File: config.mk
export PLATFORM = sky130hd
export DESIGN_NAME = sonar_uc
export DESIGN_NICKNAME = d
export VERILOG_FILES = /design/src/rtl/sonar_uc.sv
export SDC_FILE = /design/constraint.sdc
export NUM_CORES = 1
export LEC_CHECK = 0
export BUFFER_PORTS_ARGS = -buffer_cell sky130_fd_sc_hd__buf_2
export CORE_ASPECT_RATIO = 1.4
export CORE_MARGIN = 4
export CORE_UTILIZATION = 49
export CTS_BUF_LIST = sky130_fd_sc_hd__clkbuf_4
export DETAILED_ROUTE_END_ITERATION = 8
export GPL_ROUTABILITY_DRIVEN = 0
export HOLD_SLACK_MARGIN = 0.08
export PLACE_DENSITY = 0.68
export SYNTH_ARGS = -nofsm -noshare
export SYNTH_HDL_FRONTEND = slang
export SYNTH_SLANG_ARGS = --single-unit
File: constraint.sdc
create_clock -name clock -period 5.85 [get_ports clock]
set_clock_uncertainty 0.15 [all_clocks]
set_input_delay 1.4625 -clock clock [delete_from_list [all_inputs] [get_ports clock]]
set_output_delay 1.4625 -clock clock [all_outputs]
set_load 0.02 [all_outputs]
File: src/rtl/sonar_uc.sv
// Sonar control unit: sequences measure / transmit / wait / rotate per servo position,
// with a per-position measurement timeout and bounded retries. Optional pause: SONAR_UC_PAUSA_EN.
module sonar_uc #(
  parameter int TIMEOUT        = 2_000_000,
  parameter int MAX_TENTATIVAS = 3
) (
  input  logic       clock,
  input  logic       reset,
  input  logic       ligar,
  input  logic       medida_pronto,
  input  logic       envio_pronto,
  input  logic       fim_tempo,
`ifdef SONAR_UC_PAUSA_EN
  input  logic       pausa,
`endif
  output logic       medir,
  output logic       transmitir,
  output logic       conta,
  output logic       girar,
  output logic       zera,
  output logic       pronto,
  output logic       erro_medida,
  output logic [3:0] db_estado
);

  localparam int TW = (TIMEOUT > 1) ? $clog2(TIMEOUT) : 1;
  localparam logic [TW-1:0] TMO_LAST = TW'(TIMEOUT - 1);
  localparam logic [2:0]    TENT_MAX = 3'(MAX_TENTATIVAS);

  typedef enum logic [3:0] {
    INICIAL        = 4'd0,
    PREPARA        = 4'd1,
    MEDE           = 4'd2,
    AGUARDA_MEDIDA = 4'd3,
    TRANSMITE      = 4'd4,
    AGUARDA_ENVIO  = 4'd5,
    ESPERA         = 4'd6,
    GIRA           = 4'd7,
    FIM            = 4'd8
`ifdef SONAR_UC_PAUSA_EN
    ,
    PAUSADO        = 4'd9
`endif
  } state_e;

  state_e        r_state;
  state_e        w_next;
  logic [TW-1:0] r_tmo;
  logic [2:0]    r_tent;
  logic          r_erro;
  logic          w_timeout;
  logic          w_esgotou;

  assign w_timeout = (r_tmo == TMO_LAST);
  assign w_esgotou = (r_tent >= TENT_MAX);

  // NOTE: every output and w_next gets a default before the case, so no latch is inferred.
  always_comb begin
    w_next     = r_state;
    medir      = 1'b0;
    transmitir = 1'b0;
    conta      = 1'b0;
    girar      = 1'b0;
    zera       = 1'b0;
    pronto     = 1'b0;
    unique case (r_state)
      INICIAL: if (ligar) w_next = PREPARA;
      PREPARA: begin
        zera   = 1'b1;
        w_next = MEDE;
      end
      MEDE: begin
        medir  = 1'b1;
        w_next = AGUARDA_MEDIDA;
      end
      AGUARDA_MEDIDA: begin
        // A measurement arriving on the timeout cycle still counts.
        if (medida_pronto)  w_next = TRANSMITE;
        else if (w_timeout) w_next = w_esgotou ? ESPERA : MEDE;
      end
      TRANSMITE: begin
        transmitir = 1'b1;
        w_next     = AGUARDA_ENVIO;
      end
      AGUARDA_ENVIO: if (envio_pronto) w_next = ESPERA;
      ESPERA: begin
        conta = 1'b1;
`ifdef SONAR_UC_PAUSA_EN
        if (pausa) begin
          conta  = 1'b0;
          w_next = PAUSADO;
        end else if (fim_tempo) begin
          w_next = GIRA;
        end
`else
        if (fim_tempo) w_next = GIRA;
`endif
      end
      GIRA: begin
        girar  = 1'b1;
        w_next = ligar ? MEDE : FIM;
      end
      FIM: begin
        pronto = 1'b1;
        w_next = INICIAL;
      end
`ifdef SONAR_UC_PAUSA_EN
      PAUSADO: if (!pausa) w_next = ESPERA;
`endif
      default: w_next = INICIAL;
    endcase
  end

  // NOTE: sequential state uses non-blocking assignments so all registers update together.
  always_ff @(posedge clock) begin
    if (reset) begin
      r_state <= INICIAL;
      r_tmo   <= '0;
      r_tent  <= '0;
      r_erro  <= 1'b0;
    end else begin
      r_state <= w_next;
      case (r_state)
        PREPARA: r_tent <= '0;
        MEDE: begin
          r_tmo <= '0;
          if (r_tent != 3'd7) r_tent <= r_tent + 3'd1;
        end
        AGUARDA_MEDIDA: begin
          // Saturate at the last count so the counter never wraps while waiting.
          if (!w_timeout) r_tmo <= r_tmo + 1'b1;
          if (medida_pronto)               r_erro <= 1'b0;
          else if (w_timeout && w_esgotou) r_erro <= 1'b1;
        end
        GIRA: r_tent <= '0;
        default: ;
      endcase
    end
  end

  assign erro_medida = r_erro;
  assign db_estado   = r_state;

endmodule
; ---- Word level (Yosys, flattened, before mapping)
; Index checks and enable logic that the tools add are counted.
[totals]
reg_bits = 29
latchBits = 0
mem_bits_rw = 0
mem_bits_ro = 0
input_bits = 6
out_inout_bits = 11
wordCells = 53
n_memories = 0
[classes]
n_addsub = 2
mul = 0
div = 0
n_lt_le_gt_ge = 1
eq_ne = 16
shift = 0
n_mux = 20
n_bitwise = 0
n_reduce_logical = 10
[ops]
columns = op, count
row1 = $pmux 21 s2, 1
row2 = $pmux 4 s8, 1
row3 = $mux 4, 6
row4 = $add 21x1->21 const B, 1
row5 = $eq 21x21->1 const B, 1
row6 = $mux 21, 1
row7 = $eq 4x3->1 const B, 4
row8 = $ne 2x2->1 const B, 5
row9 = $eq 4x2->1 const B, 2
row10 = $mux 1, 8
row11 = $mux 3, 2
row12 = $ne 3x3->1 const B, 2
row13 = $pmux 3 s2, 1
row14 = $reduce_and 2->1, 3
row15 = $reduce_bool 2->1, 3
row16 = $eq 4x1->1 const B, 1
row17 = $eq 4x4->1 const B, 1
row18 = $logic_not 4->1, 1
row19 = $reduce_and 4->1, 1
row20 = $add 3x1->3 const B, 1
row21 = $ge 3x2->1 const B, 1
row22 = $reduce_or 2->1, 1
row23 = $logic_and 1x1->1, 1

; ---- Depth between registers and ports, before layout
; Gate-level depths: netlist of run 1.
[depth]
word_depth = 5
mapped_depth = 7
ltp_nobuf = 7

; ---- Least setup slack after synthesis of run 1
; No wires, ideal clock.
[synth_path]
kind = register -> output
from = register r_state[2] (netlist: db_estado[2])
to = output conta
arrival_ns = 1.476
setup_slack_ns = 2.761
stages_incl_launch_ff = 4
path_cell_list = dfxtp_1 buf_2 nand2b_1 nor3b_1
[synth_between]
elab_chain_cells = 2
[synth_rtl]
columns = element, line
row1 = "start, declared", 46  ; state_e r_state;
row2 = "start signal, assigned", 122  ; r_state <= w_next;
row3 = $eq 4x3->1, 66  ; unique case (r_state)
row4 = $mux 1, 66
row5 = "end, declared", 18  ; output logic conta,
; Every way passes these cells.

; ---- Final worst setup path of run 1
; Ends and elaborated chain as after synthesis.

==> results.ini, run 1 <==
[clock_tree]
cts_resized=0
cts_sinks=29
clk_pin_slew_ns=0.09
root_buffer=clkbuf_4
clock_path_buffers=2
cts_hold_buf=0
numCtsBuffers=5
cts_setup_buffers=0
clk_latency_ns=0.33
cts_tree=yes
htree_levels=2

[route]
dr.pass1.iters=4
vias=1477
post_drt_wl_per_cell_um=14.91
drc=0
dr.first_iter.drc_count=28
vias_per_cell=6.004
wl_um=3668
ant_nets=0

[logic_synthesis]
synth_compound_area_share_pct=14.91
ys_types=48
yosys.area_share.adder_pct=3.075
ys_seq_elements=29
synth_area_leaders=dfxtp_1 36%, nor2_1 4.4%, xnor2_1 3.8%
syn_avg_cell_area_sq_um=8.523
synth_xor_area_share_pct=4.304
synth_simple_gate_area_share_pct=35.05
synth_area_leader_cell=dfxtp_1
post-synth-top-count-cell=dfxtp_1
syn-num-nets=201
async_reset_ff_share_pct=0
syn_area_sq_um=1628
ys_warn_count=0
synth_top_area_share_pct=35.66
yosysSeqAreaShare_pct=35.66
synth_commonest_cells=29 x dfxtp_1, 19 x nor2_1, 13 x nand2_1, 12 x a21oi_1
synthMuxAreaShare_pct=1.922
synth_top_family_by_area=simple AND/OR/NAND/NOR gates
synth_edf_count=0
synth-main-ff-cell=dfxtp_1
synthCells=191

[setup_path]
slowest_stage=dfxtp_1
cp_max_fo=13
end_kind=primary output
start_kind=flop
path_cells=nand2b_1, nor3b_1, buf_2
cpLargestDelayFamily=flip-flops
required_ns=4.24
worst_ep_arrival_time_ns=1.67
max_stage_delay_ns=0.64
critPathBufInv=1
crit_type=flop to primary output

[status]
status=finished, final reports clean

[power]
leakagePower_nw=0.6264
peakVddDrop_mv=0.1392
powerDensity_nw_per_um2=238.0

[placed_design]
portBuffers=16
numPlacedInstances=238
dpl.hpwl_um=2777

[sta]
period_share_pct=56.07
final_hold_viol_count=0
rsz0062_at_grt=false
finalSetupViolCount=0
max-slew-margin-rel_pct=63.79
period_needed_ns=3.280
max_freq_mhz=304.9
fin_setup_tns_ns=0
worst_pin_slew_ns=0.5431
final_max_slew_viol_count=0

[die]
die_area_sq_um=4321
die_y_um=76.20
pin_count=17
design.core.area_sq_um=3153
placementRows=24
dieWidth_um=56.71
start_util_pct=51.63

[layout]
syn2layout_area_growth_pct=8.301
drive_above_1_share_pct=17.39
diodes=0
stdcell_count=246
finalNetCount=216

[global_route]
grt_max_degree=19
grt-ovfl-total=0
grt_pass1_vias=1496
grt_usage_pct=18.37
antenna_found_initial=0
grt_pass1_wl_um=6396

[worst_hold_path]
min_path_type=flop to flop

[job]
drv_cap=0

## worst reg2reg max path: stages (launching register included)
cell     delay (ns)
dfxtp_1        0.59
nor3b_4        0.51
o21ai_2        0.28
or4_1          0.56
a21oi_1        0.14
## routing by layer
metal | track usage (%) | wire length, um
met1 | 18.42 | 1433
met2 | 32.75 | 1992
met3 | 5.085 | 145
met4 | 10.69 | 97
met5 | 0 | 0
## area by class of cell
cell class | instances | area [sq um]
clock inverter | 2 | 10.01
fill | 314 | 1390
multi-input combinational | 146 | 964.7
clock buffer | 6 | 45.04
tap | 39 | 48.80
timing repair buffer | 17 | 87.58
inverter | 7 | 26.28
sequential | 29 | 580.6
## final timing paths
path                      from        end  slack (ns)  cells past startpoint
hold reg to reg       r_tmo[4]   r_tmo[4]        0.36                      2
setup / recovery  db_estado[2]      conta        2.57                      3
setup reg to reg  db_estado[1]  r_tmo[16]        3.56                      4
hold / removal        r_tmo[4]   r_tmo[4]        0.36                      2
## placed cells by master, fill, tap and decap left out, types with 5 or more instances in the layout
master | synthesis | layout
dfxtp_1 | 29 | 29
nor2_1 | 19 | 19
buf_2 | 3 | 16
nand2_1 | 13 | 13
a21oi_1 | 12 | 12
nor3_1 | 9 | 9
nand3_1 | 9 | 9
inv_1 | 7 | 7
xnor2_1 | 7 | 7
o21ai_0 | 6 | 6
or3_1 | 6 | 6
clkbuf_4 | 0 | 6
or4_1 | 5 | 5
## cells by family after synthesis
logic type                 count (synthesis)
adders and majority gates                  4
and+or+nand+nor                           93
DFF                                       29
xor gates and xnor gates                   8
muxes                                      3
buffers and inverters                     16
AOI/OAI and AO/OA                         38
## power breakdown
part,internal [mW],switching (mW)
logic,0.0292,0.0493
registers,0.204,0.0176
clock network,0.0503,0.0695
total,0.283,0.136
## state kept, by name, indices dropped and copies added (netlist names)
name	flops
r_tmo	21
erro_medida	1
db_estado	4
r_tent	3
## through the flow
| step | cell area (sq um) | utilization [%] | worst slack (ns) | power (mW) | hold WS, ns |
|---|---|---|---|---|---|
| CTS | 1763 | 55.91 | 2.561 | 0.4232 | 0.3603 |
| global placement | 1708 | 54.17 | 3.001 | 0.3012 | 0.3344 |
| finish | 1763 | 55.91 | 2.570 | 0.4196 | 0.3620 |
| detailed placement | 1708 | 54.17 | 2.941 | 0.3043 | 0.3476 |
| global route | 1763 | 55.91 | 2.443 | 0.4444 | 0.3787 |
| floorplan | 1628 | - | 2.761 | 0.2839 | 0.3108 |
Power figures use the tool's default switching activity.
==> run 2, diff against run 1 <==
- PLACE_DENSITY: 0.68 -> 0.71
- clock period: 5.85 -> 2.9 ns (I/O delays scaled with it)
==> results.ini, run 2 (synthesized netlist as in run 1, its figures left out) <==
[global_route]
grt_pass1_wl_um=6341
gr-usage-met3_pct=4.746
grt_max_degree=18
met1_usage_pct=19.50
grt_usage_pct=18.34
top_usage_layer=met2
grt_pass1_vias=1406
antenna_found_initial=0
grt-ovfl-total=0
grt_use_met2_pct=32.29

[power]
peakVddDrop_mv=0.3071
comb_power_share_pct=18.8
p_seq_share_pct=53.9
powerDensity_nw_per_um2=471.4
p_sw_share_pct=32.79
clkPwrFrac_pct=27.3
internal_power_mw=0.5569
power_switching_mw=0.2718
leakagePower_nw=0.6211
power.total_mw=0.8287

[die]
design.core.area_sq_um=3153
pin_count=17
dieWidth_um=56.71
die_area_sq_um=4321
placementRows=24
start_util_pct=51.63
die_y_um=76.20

[clock_tree]
htree_levels=2
root_buffer=clkbuf_4
cts_sinks=29
numCtsBuffers=5
clock_path_buffers=2
cts_resized=0
clk_pin_slew_ns=0.09
cts_tree=yes
cts_setup_buffers=0
clk_latency_ns=0.33
cts_hold_buf=0

[route]
wl_um=3626
dr.first_iter.drc_count=50
vias_per_cell=5.801
vias=1427
post_drt_wl_per_cell_um=14.74
drc=0
dr.pass1.iters=4
ant_nets=0

[sta]
final_max_slew_viol_count=0
rsz0062_at_grt=false
max-slew-margin-rel_pct=63.49
period_needed_ns=2.576
max_freq_mhz=388.2
period_share_pct=88.84
finalSetupViolCount=0
fin_setup_tns_ns=0
final_hold_viol_count=0
worst_pin_slew_ns=0.5476

[setup_path]
crit_type=flop to primary output
worst_ep_arrival_time_ns=1.70
required_ns=2.03
end_kind=primary output
cp_max_fo=13
start_kind=flop

[layout]
final_common_cell=dfxtp_1
syn2layout_area_growth_pct=7.994
regMostFlops=r_tmo
layout_common_cells=29 x dfxtp_1, 19 x nor2_1, 16 x buf_2
drive_above_1_share_pct=16.43
diodes=0
largest_reg_flops=21
finalNetCount=216

[job]
drv_cap=0

[status]
status=finished, final reports clean

[placed_design]
dpl.hpwl_um=2719
portBuffers=16

[worst_hold_path]
min_path_type=flop to flop

[run 2: changes by cell type in the layout (fill, tap and decap cells not counted)]
cell | previous run | this run
clkbuf_4 | 6 | 5
clkinv_1 | 0 | 2
clkinv_2 | 2 | 1
[run 2: per-layer routing]
layer	vias to the layer above	share of wire [%]	wire length (um)
li1	736	-	-
met1	649	41	1502
met4	0	3.0	110
met5	-	0	0
met2	31	51	1863
met3	11	4.1	149
[run 2: cell type report]
type	count	area [sq um]
Inverter	7	26.28
Fill cell	307	1395
Clock buffer	5	37.54
Clock inverter	3	12.51
Multi-Input combinational cell	146	964.7
Sequential cell	29	580.6
Tap cell	39	48.80
Timing Repair Buffer	17	87.58
[run 2: through the flow]
stage | instance area (sq um) | instances | worst slack, ns | utilization, % | hold slack, ns
3_5_place_dp | 1708 | 238 | 0.6746 | 54.17 | 0.3530
4_1_cts | 1758 | 246 | 0.3046 | 55.75 | 0.3673
5_1_grt | 1758 | 246 | 0.1504 | 55.75 | 0.4066
2_1_floorplan | 1628 | 191 | 0.5487 | - | 0.3108
3_3_place_gp | 1708 | 238 | 0.7038 | 54.17 | 0.3342
6_report | 1758 | 246 | 0.3238 | 55.75 | 0.3613
[run 2: worst max-delay path, cell delays in order, from the launching register on]
cell and delay, ns:
dfxtp_1 0.65, nand2b_1 0.22, nor3b_1 0.30, buf_2 0.21
[run 2: power groups by stage]
stage                     clock network, mW  registers [mW]  logic, mW
after floorplan                           0           0.444      0.129
after global placement                    0           0.454      0.156
after detailed placement                  0           0.455      0.156
after CTS                             0.235           0.446      0.157
after global routing                  0.256           0.450      0.174
final                                 0.226           0.447      0.156
[run 2: path summary, 6_finish.rpt]
check,depth (start not counted),slack [ns],from,to
worst min-delay path,2,0.36,r_tmo[4],r_tmo[4]
worst min register to register,2,0.36,r_tmo[4],r_tmo[4]
worst max-delay path,3,0.32,db_estado[2],conta
worst max register to register,4,0.65,db_estado[1],r_tmo[16]
